## src/rtl/pwr_fault_retry_ctrl.sv

```systemverilog
// Power fault supervisor with auto-retry and lockout.
// Watches the sequencer once it reaches S0. On a fault it latches a
// prioritized fault code and holds a DC power-off request. After the off
// hold time it releases the request so the sequencer can retry power-on.
// After MAX_RETRY failed retries it latches a lockout until the BMC clears it.
module pwr_fault_retry_ctrl #(
  parameter int unsigned MAX_RETRY     = 3,
  parameter logic [15:0] OFF_DLY_MS    = 16'd5000,
  parameter logic [15:0] RECOVER_TO_MS = 16'd15000,
  parameter logic [15:0] STABLE_MS     = 16'd60000
) (
  input  logic       iClk,
  input  logic       iRst_n,
  input  logic       iTick_1ms,
  input  logic [3:0] iSeq_State,
  input  logic [5:0] iFlt_N,
  input  logic       iClear_Fault,
  output logic       oPwr_Off_Req,
  output logic       oLockout,
  output logic [3:0] oFault_Code,
  output logic [3:0] oRetry_Cnt,
  output logic [2:0] oState
);

  typedef enum logic [2:0] {
    ST_IDLE     = 3'd0,
    ST_ARMED    = 3'd1,
    ST_OFF_WAIT = 3'd2,
    ST_RECOVER  = 3'd3,
    ST_LOCKOUT  = 3'd4
  } state_t;

  localparam logic [3:0] MAX_RETRY_W   = 4'(MAX_RETRY);
  localparam logic [3:0] CODE_RECOV_TO = 4'hE;

  state_t      state_reg, state_next;
  logic [15:0] cnt_reg, cnt_next;
  logic        req_next, lock_next;
  logic [3:0]  code_next, retry_next;
  logic [3:0]  flt_code;
  logic        fault;
  logic        seq_s0;

  assign fault  = (iFlt_N != 6'h3F);
  assign seq_s0 = (iSeq_State == 4'h0);
  assign oState = state_reg;

  // Lowest-index active-low fault flag wins; code is index + 1.
  always_comb begin
    flt_code = 4'h0;
    for (int i = 5; i >= 0; i--) begin
      if (!iFlt_N[i]) flt_code = 4'(i + 1);
    end
  end

  // Next-state and next-output decisions; BMC clear overrides everything.
  always_comb begin
    state_next = state_reg;
    req_next   = oPwr_Off_Req;
    lock_next  = oLockout;
    code_next  = oFault_Code;
    retry_next = oRetry_Cnt;
    if (iClear_Fault) begin
      state_next = ST_IDLE;
      req_next   = 1'b0;
      lock_next  = 1'b0;
      code_next  = 4'h0;
      retry_next = 4'h0;
    end else begin
      case (state_reg)
        ST_IDLE: begin
          req_next = 1'b0;
          if (seq_s0) state_next = ST_ARMED;
        end
        ST_ARMED: begin
          if (fault) begin
            code_next  = flt_code;
            req_next   = 1'b1;
            state_next = ST_OFF_WAIT;
          end else if (cnt_reg >= STABLE_MS) begin
            retry_next = 4'h0;
          end
        end
        ST_OFF_WAIT: begin
          req_next = 1'b1;
          if (cnt_reg >= OFF_DLY_MS) begin
            if (oRetry_Cnt < MAX_RETRY_W) begin
              retry_next = oRetry_Cnt + 4'd1;
              req_next   = 1'b0;
              state_next = ST_RECOVER;
            end else begin
              lock_next  = 1'b1;
              state_next = ST_LOCKOUT;
            end
          end
        end
        ST_RECOVER: begin
          // A fault beats both a successful S0 and the recovery timeout.
          if (fault) begin
            code_next  = flt_code;
            req_next   = 1'b1;
            state_next = ST_OFF_WAIT;
          end else if (seq_s0) begin
            state_next = ST_ARMED;
          end else if (cnt_reg >= RECOVER_TO_MS) begin
            code_next  = CODE_RECOV_TO;
            req_next   = 1'b1;
            state_next = ST_OFF_WAIT;
          end
        end
        ST_LOCKOUT: begin
          req_next  = 1'b1;
          lock_next = 1'b1;
        end
        default: begin
          state_next = ST_IDLE;
          req_next   = 1'b0;
          lock_next  = 1'b0;
          code_next  = 4'h0;
          retry_next = 4'h0;
        end
      endcase
    end
  end

  // Phase timer: restarts on every state change, counts ms ticks, saturates.
  always_comb begin
    cnt_next = cnt_reg;
    if (state_next != state_reg) begin
      cnt_next = 16'h0000;
    end else if (iTick_1ms && (cnt_reg != 16'hFFFF)) begin
      cnt_next = cnt_reg + 16'd1;
    end
  end

  // State, timer and registered outputs.
  always_ff @(posedge iClk or negedge iRst_n) begin
    if (!iRst_n) begin
      state_reg    <= ST_IDLE;
      cnt_reg      <= 16'h0000;
      oPwr_Off_Req <= 1'b0;
      oLockout     <= 1'b0;
      oFault_Code  <= 4'h0;
      oRetry_Cnt   <= 4'h0;
    end else begin
      state_reg    <= state_next;
      cnt_reg      <= cnt_next;
      oPwr_Off_Req <= req_next;
      oLockout     <= lock_next;
      oFault_Code  <= code_next;
      oRetry_Cnt   <= retry_next;
    end
  end

endmodule

```

## config.mk

```make
export PLATFORM = sky130hd
export DESIGN_NAME = pwr_fault_retry_ctrl
export DESIGN_NICKNAME = d
export VERILOG_FILES = /design/src/rtl/pwr_fault_retry_ctrl.sv
export SDC_FILE = /design/constraint.sdc
export NUM_CORES = 1
export LEC_CHECK = 0
export ABC_AREA = 1
export CORE_MARGIN = 2
export CORE_UTILIZATION = 40
export CTS_BUF_LIST = sky130_fd_sc_hd__clkbuf_4 sky130_fd_sc_hd__clkbuf_8 sky130_fd_sc_hd__clkbuf_16
export DETAILED_ROUTE_END_ITERATION = 8
export HOLD_SLACK_MARGIN = 0.12
export PLACE_DENSITY = 0.7
export SYNTH_ARGS = -nofsm -noshare
export SYNTH_HDL_FRONTEND = slang
export SYNTH_SLANG_ARGS = --single-unit
```

## constraint.sdc

```tcl
create_clock -name iClk -period 1.7 [get_ports iClk]
set_clock_uncertainty 0.15 [all_clocks]
set_input_delay 0.34 -clock iClk [delete_from_list [all_inputs] [get_ports iClk]]
set_output_delay 0.34 -clock iClk [all_outputs]
set_load 0.005 [all_outputs]
```

# == Yosys cells after proc, flatten, opt, wreduce, memory -nomap -nowiden ==
# Index checks and enable logic that the tools add are counted.
# totals
ff_bits,29
latch_bits,0
ram_bits,0
rom_bits,0
input_bits,14
out_inout_bits,13
wordCells,82
n_memories,0
# op_classes
n_addsub,2
mul,0
div_mod_pow,0
magnitude_cmp,4
eq_ne,18
shift,0
n_mux,41
n_bitwise,0
reduce_logical,11
# op_table
cell,count
$mux 4,14
$mux 16,2
$mux 3,10
$pmux 4 s3,2
$ne 3x3->1 const B,6
$add 16x1->16 const B,1
$ge 16x13->1 const B,1
$ge 16x14->1 const B,1
$ge 16x16->1 const B,1
$ne 16x16->1 const B,1
$pmux 3 s5,1
$mux 1,10
$reduce_or 3->1,3
$ne 4x4->1 const B,2
$eq 3x2->1 const B,2
$ne 2x1->1 const B,3
$ne 6x6->1 const B,1
$reduce_and 3->1,2
$reduce_and 5->1,1
$add 4x1->4 const B,1
$logic_not 4->1,1
$lt 4x2->1 const B,1
$pmux 1 s4,1
$reduce_and 4->1,1
7 further kinds,7

# == Logic depth before layout (Yosys ltp) ==
# Gate-level depths: netlist of the first run.
# logic_depth
ltp_word,9
depth_mapped,14
mapped_depth_nobuf,13

# == Least setup slack after synthesis of the first run ==
# OpenSTA, ideal clock, no wires.
# synth_path
path_kind,register to register
start,register oRetry_Cnt[0]
end,register cnt_reg[7]
setup_ns,0.069
arrival_time_ns,1.618
required_time_ns,1.481
slack_ns,-0.137
stages_incl_launch_ff,12
path_buffers,1
synth_period_minus_slack_ns,1.837
cell_sequence,dfrtp_1 -> ha_1 -> nor3_1 -> inv_1 -> nand2_2 -> nand2_1 -> nand2_1 -> nand2_2 -> a21oi_4 -> nand3_4 -> buf_8 -> nor2_2
# synth_via
elab_chain_cells,7
word_cells_on_any_way,8
classes_between,order compare: 1; eq/ne: 1; mux: 5; reduce/logical: 1
# synth_lines
element,line,text
start: declaration,21,"output logic [3:0] oRetry_Cnt,"
start signal: assignment,151,oRetry_Cnt <= retry_next;
$lt 4x2->1 (*),87,if (oRetry_Cnt < MAX_RETRY_W) begin
$mux 3 (*),87,
$mux 3 (*),86,if (cnt_reg >= OFF_DLY_MS) begin
$pmux 3 s5 (*),70,case (state_reg)
$mux 3 (*),63,if (iClear_Fault) begin
$ne 3x3->1 (*),129,if (state_next != state_reg) begin
$mux 16 / $reduce_bool 2->1 (equally long branches),n/a,
end signal: assignment,147,cnt_reg <= cnt_next;
end: declaration,37,"logic [15:0] cnt_reg, cnt_next;"
# Mark *: on every way between the ends. The rest lies on a longest branch, timed or not.
# A chain may end at the register's enable or synchronous reset.

# == Worst setup path in the final report of the first run ==
# layout_path
start,register cnt_reg[6]
end,register cnt_reg[5]
# layout_via
elab_chain_cells,8
word_cells_on_any_way,13
classes_between,order compare: 2; eq/ne: 2; mux: 7; reduce/logical: 2
# layout_lines
element,line,text
$ge 16x14->1,105,end else if (cnt_reg >= RECOVER_TO_MS) begin
$mux 3,105,
$mux 3,103,end else if (seq_s0) begin
$mux 3,99,if (fault) begin
$pmux 3 s5,70,
$mux 3,63,
$ne 3x3->1,129,
$mux 16 / $reduce_bool 2->1 (equally long branches),n/a,
# Several ways; a longest one is shown, not always the timed one.

==> reports/qor.yml, run 1 <==
synthesis:
  synth_top_family_by_area: "simple AND/OR/NAND/NOR gates"
  synth-seq-area-share_pct: 38.18
  cell_accounting_for_the_most_synthesized_area: "sky130_fd_sc_hd__dfrtp_1"
  synth-simple-area-share_pct: 36.01
  synthAdderAreaFrac_pct: 1.975
  synthesis.nets: 284
  fraction_of_synthesized_cell_area_taken_by_the_top_area_cell_type_pct: 38.18
  synthesis.area_sq_um: 1901
  postSynthAreaPerCell_sq_um: 7.118
  ys_seq_elements: 29
  synth_compound_gate_area_share_pct: 10.60
  leading_post_synthesis_cells_by_cell_area: "sky130_fd_sc_hd__dfrtp_1 38%, sky130_fd_sc_hd__nand2_1 11%, sky130_fd_sc_hd__nor2_1 8.5%"
  netlist-cell-type-count: 30
  netlist_instances: 267
  yosysWarningCount: 0
  synth.area.mux_share_pct: 0
  synth_xor_xnor_area_share_pct: 3.687
grt:
  number_of_global_route_vias_before_repair: 2039
  global_route_congestion_overflow_total: 0
  grt_antenna_before_repair: 0
  global_route_wire_length_before_repair_um: 8776
  combined_global_route_utilization_of_all_metal_layers_pct: 21.41
  largest_net_degree_at_the_start_of_global_routing: 30
floorplan:
  initial_utilization_pct: 40.78
  rows: 25
  io-pin-count: 27
  design.die.area_sq_um: 5319
  floorplan.core_area_sq_um: 4661
  die_height_um: 72.93
  die_width_um: 72.93
critical_path:
  cpMaxStageDelayCell: "sky130_fd_sc_hd__dfrtp_1"
  cp_data_required_time_ns: 1.77
  cp_max_fo: 8
  setup.worst_path.start_class: "register"
  critical_path.top_delay_family: "simple AND/OR/NAND/NOR gates"
  critical_path_buf_inv_count: 1
  worstSetupEndpointType: "register"
  critical_path.cell_chain: "nor2_1 > nand2_1 > nand2_2 > o21ai_4 > nand2_2 > nand2_1 > nand2_1 > nand2_2 > a21oi_4 > nand3_4 > buf_16 > nor2_2"
  slowest_delay_ns: 0.42
  crit_type: "reg -> reg"
  worst_ep_arrival_time_ns: 2.08
routing:
  starting_drc_count_in_detailed_routing: 106
  drc: 0
  final_antenna_net_count: 0
  routed_wire_length_per_instance_um: 12.54
  routed-via-count: 2088
  route.final.wire_length_um: 5479
  detail_route.first_pass.iterations: 4
  post_drt_via_cell_ratio: 4.778
power:
  pwr-share-comb_pct: 28.4
  seq_power_share_pct: 39.5
  power.density_cell_area_nw_per_um2: 645.6
  switching_share_pct: 30.91
  power_report.internal_total_mw: 1.406
  clock_power_share_pct: 32.1
  ir_worst_vdd_uv: 527.6
  power.leakage_nw: 1.577
  power.net_switching_mw: 0.6291
timing:
  max_slew_margin_pct: 74.64
  setup_viol: 29
  final-max-slew-violation-count: 0
  slew_of_the_pin_with_the_lowest_slew_margin_ns: 0.3804
  post-route-period-util_pct: 118.1
  fin_hold_ws_ns: 0.2942
  setup_ws_ns: -0.3078
  fin_crit_ns: 2.008
  max_clock_freq_ghz: 0.4981
  grt_setup_unrepaired: "true"
  hold_viol: 0
final_layout:
  layout_common_cells: "77 x sky130_fd_sc_hd__buf_4, 44 x sky130_fd_sc_hd__nand2_1, 35 x sky130_fd_sc_hd__inv_1, 34 x sky130_fd_sc_hd__nor2_1, 25 x sky130_fd_sc_hd__dfrtp_1"
  filler_cell_count: 378
  nNetsFinal: 399
  flow.area_growth_from_synthesis_pct: 65.83
  final_layout_size_suffix_gt1_share_pct: 42.82
  largest_register_ff_count: 16
  finish.cell_count_without_fillers: 437
  mostFrequentLayoutCell: "sky130_fd_sc_hd__buf_4"
  antenna-diode-count: 0
run_status:
  violations: "setup timing"
  run_status: "complete, but fails checks"
placed_design:
  pre_cts_slack_ns: -0.6391
  placement.io_buffers: 26
  placedCellCount: 409
  detailed_place_hpwl_um: 3595
  place_congestion: 0.9034
cts:
  cts_sinks: 29
  cts_buffer_depth: 2
  tritoncts_clock_tree: "yes"
  clock_tree.htree_level_count: 2
  clk_pin_slew_worst_paths_ns: 0.06
  cts_hold_repair.buffers: 0
  cts_inserted_buffers: 5
  clk_latency_ns: 0.29
  clock-root-buffer: "sky130_fd_sc_hd__clkbuf_8"
flow_run:
  drv_cap: 0
hold_path:
  hp-class: "in -> async"
==> kinds of logic (layout without fill, tap and decap cells) <==
logic type,after synthesis,count (layout)
and+or+nand+nor,149,149
adders and majority gates,3,3
DFF,29,29
buffers and inverters,45,161
AOI/OAI and AO/OA,33,33
xor gates and xnor gates,8,8
==> power by group through the flow <==
stage                     clock network, mW  logic [mW]  registers [mW]
after floorplan                           0       0.268           0.814
after global placement                    0       0.478           0.812
after detailed placement                  0       0.496           0.814
after CTS                             0.660       0.541           0.802
after global routing                  0.687       0.647           0.816
final                                 0.653       0.579           0.804
==> final timing paths <==
kind	startpoint	endpoint	depth (start not counted)	slack, ns
worst min-delay path	iRst_n	cnt_reg[0]	2	0.29
worst max register to register	cnt_reg[6]	cnt_reg[5]	12	-0.31
worst max-delay path	cnt_reg[6]	cnt_reg[5]	12	-0.31
worst min register to register	oFault_Code[0]	oFault_Code[0]	2	0.32
max in group asynchronous	iRst_n	cnt_reg[12]	2	0.81
min in group iClk	oFault_Code[0]	oFault_Code[0]	2	0.32
==> metrics by stage <==
stage	instance area (sq um)	total power, mW	utilization [%]	setup TNS (ns)
6_report	3152	2.035	67.62	-5.848
5_1_grt	3152	2.150	67.62	-9.957
4_1_cts	3027	2.003	64.94	-4.776
3_5_place_dp	2706	1.310	58.07	-15.04
3_3_place_gp	2706	1.290	58.07	-14.20
2_1_floorplan	1918	1.083	-	-0.8801
==> cell usage after synthesis, drive strengths merged <==
master  count
dfrtp      29
buf         2
a21oi       9
o21bai      1
inv        43
nand4       3
ha          3
a22oi       1
nor2       56
o22ai       1
nand3      24
o21ai      16
a31o        1
nand2      61
a211oi      1
a31oi       2
o31ai       1
nor3        5
xor2        8
==> timing repair <==
item,4_1_cts,5_1_grt
cloned,1,0
pin swaps,20,19
setup buffers,16,4
setup endpoints to repair,33,29
gates resized for setup,39,29
==> layer usage <==
layer	track usage [%]	share of wire, %	up-vias
li1	-	-	1076
met1	28.19	45	961
met2	35.15	50	43
met3	4.006	3.6	8
met4	7.613	1.6	0
met5	0	0	-
==> final cells by class <==
class | count | area (sq um) | share of cell area (%)
inverters | 43 | 161.4 | 5.121
well taps | 54 | 67.56 | 2.144
clock buffers | 7 | 96.34 | 3.057
multi-input cells | 193 | 1164 | 36.92
clock inverters | 1 | 5.005 | 0.1588
repair buffers | 110 | 927.1 | 29.42
flip-flops and latches | 29 | 730.7 | 23.18
Note: power is estimated with default switching activity, not from simulation.
==> run 2: changes to the inputs <==
- CORE_UTILIZATION: 40 -> 49
- PLACE_DENSITY: 0.7 -> 0.82
==> reports/qor.yml, run 2 (synthesis gave the netlist of run 1 again) <==
routing:
  starting_drc_count_in_detailed_routing: 329  # +210%
  routed-via-count: 2617  # +25%
  final_antenna_net_count: 0  # unchanged
  detail_route.first_pass.iterations: 5  # +1
  routed_wire_length_per_instance_um: 20.85  # +66%
  route.final.wire_length_um: 9132  # +67%
  drc: 0  # unchanged
  post_drt_via_cell_ratio: 5.975  # +25%
placed_design:
  placement.io_buffers: 26  # unchanged
  placed_cell_area_sq_um: 2684  # -0.83%
  place_congestion: 0.9099  # +0.72%
  placedCellCount: 401  # -2.0%
  pre_cts_slack_ns: -0.6992  # -0.06015 ns
  detailed_place_hpwl_um: 3629  # +0.95%
critical_path:
  r2r_end: "cnt_reg[2]"
  cp_max_fo: 8  # unchanged
  reg2regPathDepth: 12  # unchanged
  crit_type: "reg -> reg"
  setup.worst_path.start_class: "register"
  worstSetupEndpointType: "register"
  crit_path_top_cell_by_count: "sky130_fd_sc_hd__nand2_2"
  cp_data_required_time_ns: 1.71  # -0.06 ns
  worst_reg2reg_setup_slack_ns: -0.52  # -0.22 ns
  crit_end: "cnt_reg[2]"
  critical_path.cell_chain: "nor2_4 > buf_4 > nand3_1 > o21ai_2 > nand2_2 > nand3_2 > nand3_4 > nand2_2 > nand2_2 > nand3_4 > buf_16 > nor2_2"
  reg2reg_from: "cnt_reg[14]"
  cpMaxStageDelayCell: "sky130_fd_sc_hd__dfrtp_1"
  worst_ep_arrival_time_ns: 2.24  # +0.16 ns
  slowest_delay_ns: 0.41  # about the same
  startpoint: "cnt_reg[14]"
timing:
  setup_ws_ns: -0.5242  # -0.2164 ns
  tns_ns: -11.33  # -5.485 ns
  post-route-period-util_pct: 130.8  # +13 points
  grt_setup_unrepaired: "true"
  slew_of_the_pin_with_the_lowest_slew_margin_ns: 0.3972  # +0.01680 ns
  hold_viol: 0  # unchanged
  max_clock_freq_ghz: 0.4496  # -9.7%
  fin_crit_ns: 2.224  # +0.2164 ns
  fin_hold_ws_ns: 0.2892  # -0.005021 ns
  final-max-slew-violation-count: 0  # unchanged
  max_slew_margin_pct: 73.42  # -1.2 points
  setup_viol: 30  # +3.4%
grt:
  number_of_global_route_vias_before_repair: 2519  # +24%
  global_route_wire_length_before_repair_um: 12190  # +39%
  largest_net_degree_at_the_start_of_global_routing: 30  # unchanged
  combined_global_route_utilization_of_all_metal_layers_pct: 37.59  # +16 points
  global_route_congestion_overflow_total: 0  # unchanged
  grt_most_used_layer: "met2"
  grt_use_met2_pct: 63.50  # +28 points
  met1_usage_pct: 42.06  # +14 points
  grtUsageMet3_pct: 8.348  # +4.3 points
  grt_antenna_before_repair: 0  # unchanged
run_status:
  violations: "setup timing"
  run_status: "complete, but fails checks"
flow_run:
  drv_cap: 0  # unchanged
cts:
  cts_sinks: 29  # unchanged
  tritoncts_clock_tree: "yes"
  clock_tree.htree_level_count: 2  # unchanged
  clk_latency_ns: 0.29  # about the same
  clock-root-buffer: "sky130_fd_sc_hd__clkbuf_8"
  cts_buffer_depth: 2  # unchanged
  cts_inserted_buffers: 5  # unchanged
  cts_hold_repair.buffers: 0  # unchanged
  clk_pin_slew_worst_paths_ns: 0.07  # about the same
final_layout:
  largest_register_ff_count: 16  # unchanged
  flow.area_growth_from_synthesis_pct: 75.18
  post-route-util_pct: 90.26  # +23 points
  antenna-diode-count: 0  # unchanged
  finish.cell_count_without_fillers: 438  # +0.23%
  finalInstanceArea_sq_um: 3329  # +5.6%
  nNetsFinal: 406  # +1.8%
  final_layout_size_suffix_gt1_share_pct: 50.26  # +7.4 points
  layout_common_cells: "81 x sky130_fd_sc_hd__buf_4, 42 x sky130_fd_sc_hd__nand2_1, 32 x sky130_fd_sc_hd__inv_1, 26 x sky130_fd_sc_hd__nor2_1, 24 x sky130_fd_sc_hd__dfrtp_1"
  mostFrequentLayoutCell: "sky130_fd_sc_hd__buf_4"
hold_path:
  hp-class: "in -> async"
power:
  pwr-share-comb_pct: 33.0  # +4.6 points
  power.density_cell_area_nw_per_um2: 637.1  # -1.3%
  power.leakage_nw: 1.632  # +3.5%
  power_report.internal_total_mw: 1.398  # -0.53%
  total_power_mw: 2.121  # +4.2%
  ir_worst_vdd_uv: 910.1  # +72%
  seq_power_share_pct: 38.5  # -1.0 points
  switching_share_pct: 34.07  # +3.2 points
  power.net_switching_mw: 0.7228  # +15%
  clock_power_share_pct: 28.5  # -3.6 points
floorplan:
  die_width_um: 66.28  # -9.1%
  io-pin-count: 27  # unchanged
  initial_utilization_pct: 51.53  # +11 points
  floorplan.core_area_sq_um: 3689  # -21%
  design.die.area_sq_um: 4393  # -17%
  rows: 22  # -12%
  die_height_um: 66.28  # -9.1%
==> run 2: critical path: cells and delay by family (launching register included) <==
| family | cells | cell delay, ns |
|---|---|---|
| AND/OR/NAND/NOR | 9 | 0.97 |
| AO/OA/AOI/OAI | 1 | 0.25 |
| buffers and inverters | 2 | 0.32 |
| flip-flops | 1 | 0.41 |
==> run 2: worst min path at each step <==
stage / start / to / slack (ns) / cells after the start
floorplan: iRst_n / cnt_reg[0] / -0.11 / 0
global placement: oFault_Code[0] / oFault_Code[0] / 0.31 / 2
detailed placement: oFault_Code[0] / oFault_Code[0] / 0.31 / 2
CTS: iRst_n / cnt_reg[1] / 0.30 / 2
global route: iRst_n / cnt_reg[2] / 0.33 / 2
finish: iRst_n / oLockout / 0.29 / 2
==> run 2: area by class of cell <==
cell class	count	area, sq um
multi-input cells	193	1284
repair buffers	117	998.5
flip-flops and latches	29	732.0
fillers	136	359.1
inverters	43	163.9
clock buffers	8	91.34
well taps	48	60.06
==> run 2: per-layer routing <==
metal,vias up,share of wire (%),wire (um)
li1,1088,-,-
met2,242,47,4268
met4,0,7.3,664
met5,-,0,0
met3,81,11,994
met1,1206,35,3205
==> run 2: repair_timing <==
item	CTS	global route
endpoints found under the hold margin	0	0
pin swaps	27	15
gates resized for setup	61	48
buffers inserted	24	7
gates cloned	1	0
setup endpoints to repair	34	30
==> run 2: power groups by stage <==
| stage | combinational (mW) | sequential [mW] | clock, mW |
|---|---|---|---|
| 6_report | 0.700 | 0.816 | 0.604 |
| 5_1_grt | 0.739 | 0.820 | 0.633 |
| 4_1_cts | 0.563 | 0.804 | 0.601 |
| 3_5_place_dp | 0.487 | 0.815 | 0 |
| 3_3_place_gp | 0.472 | 0.811 | 0 |
| 2_1_floorplan | 0.268 | 0.814 | 0 |
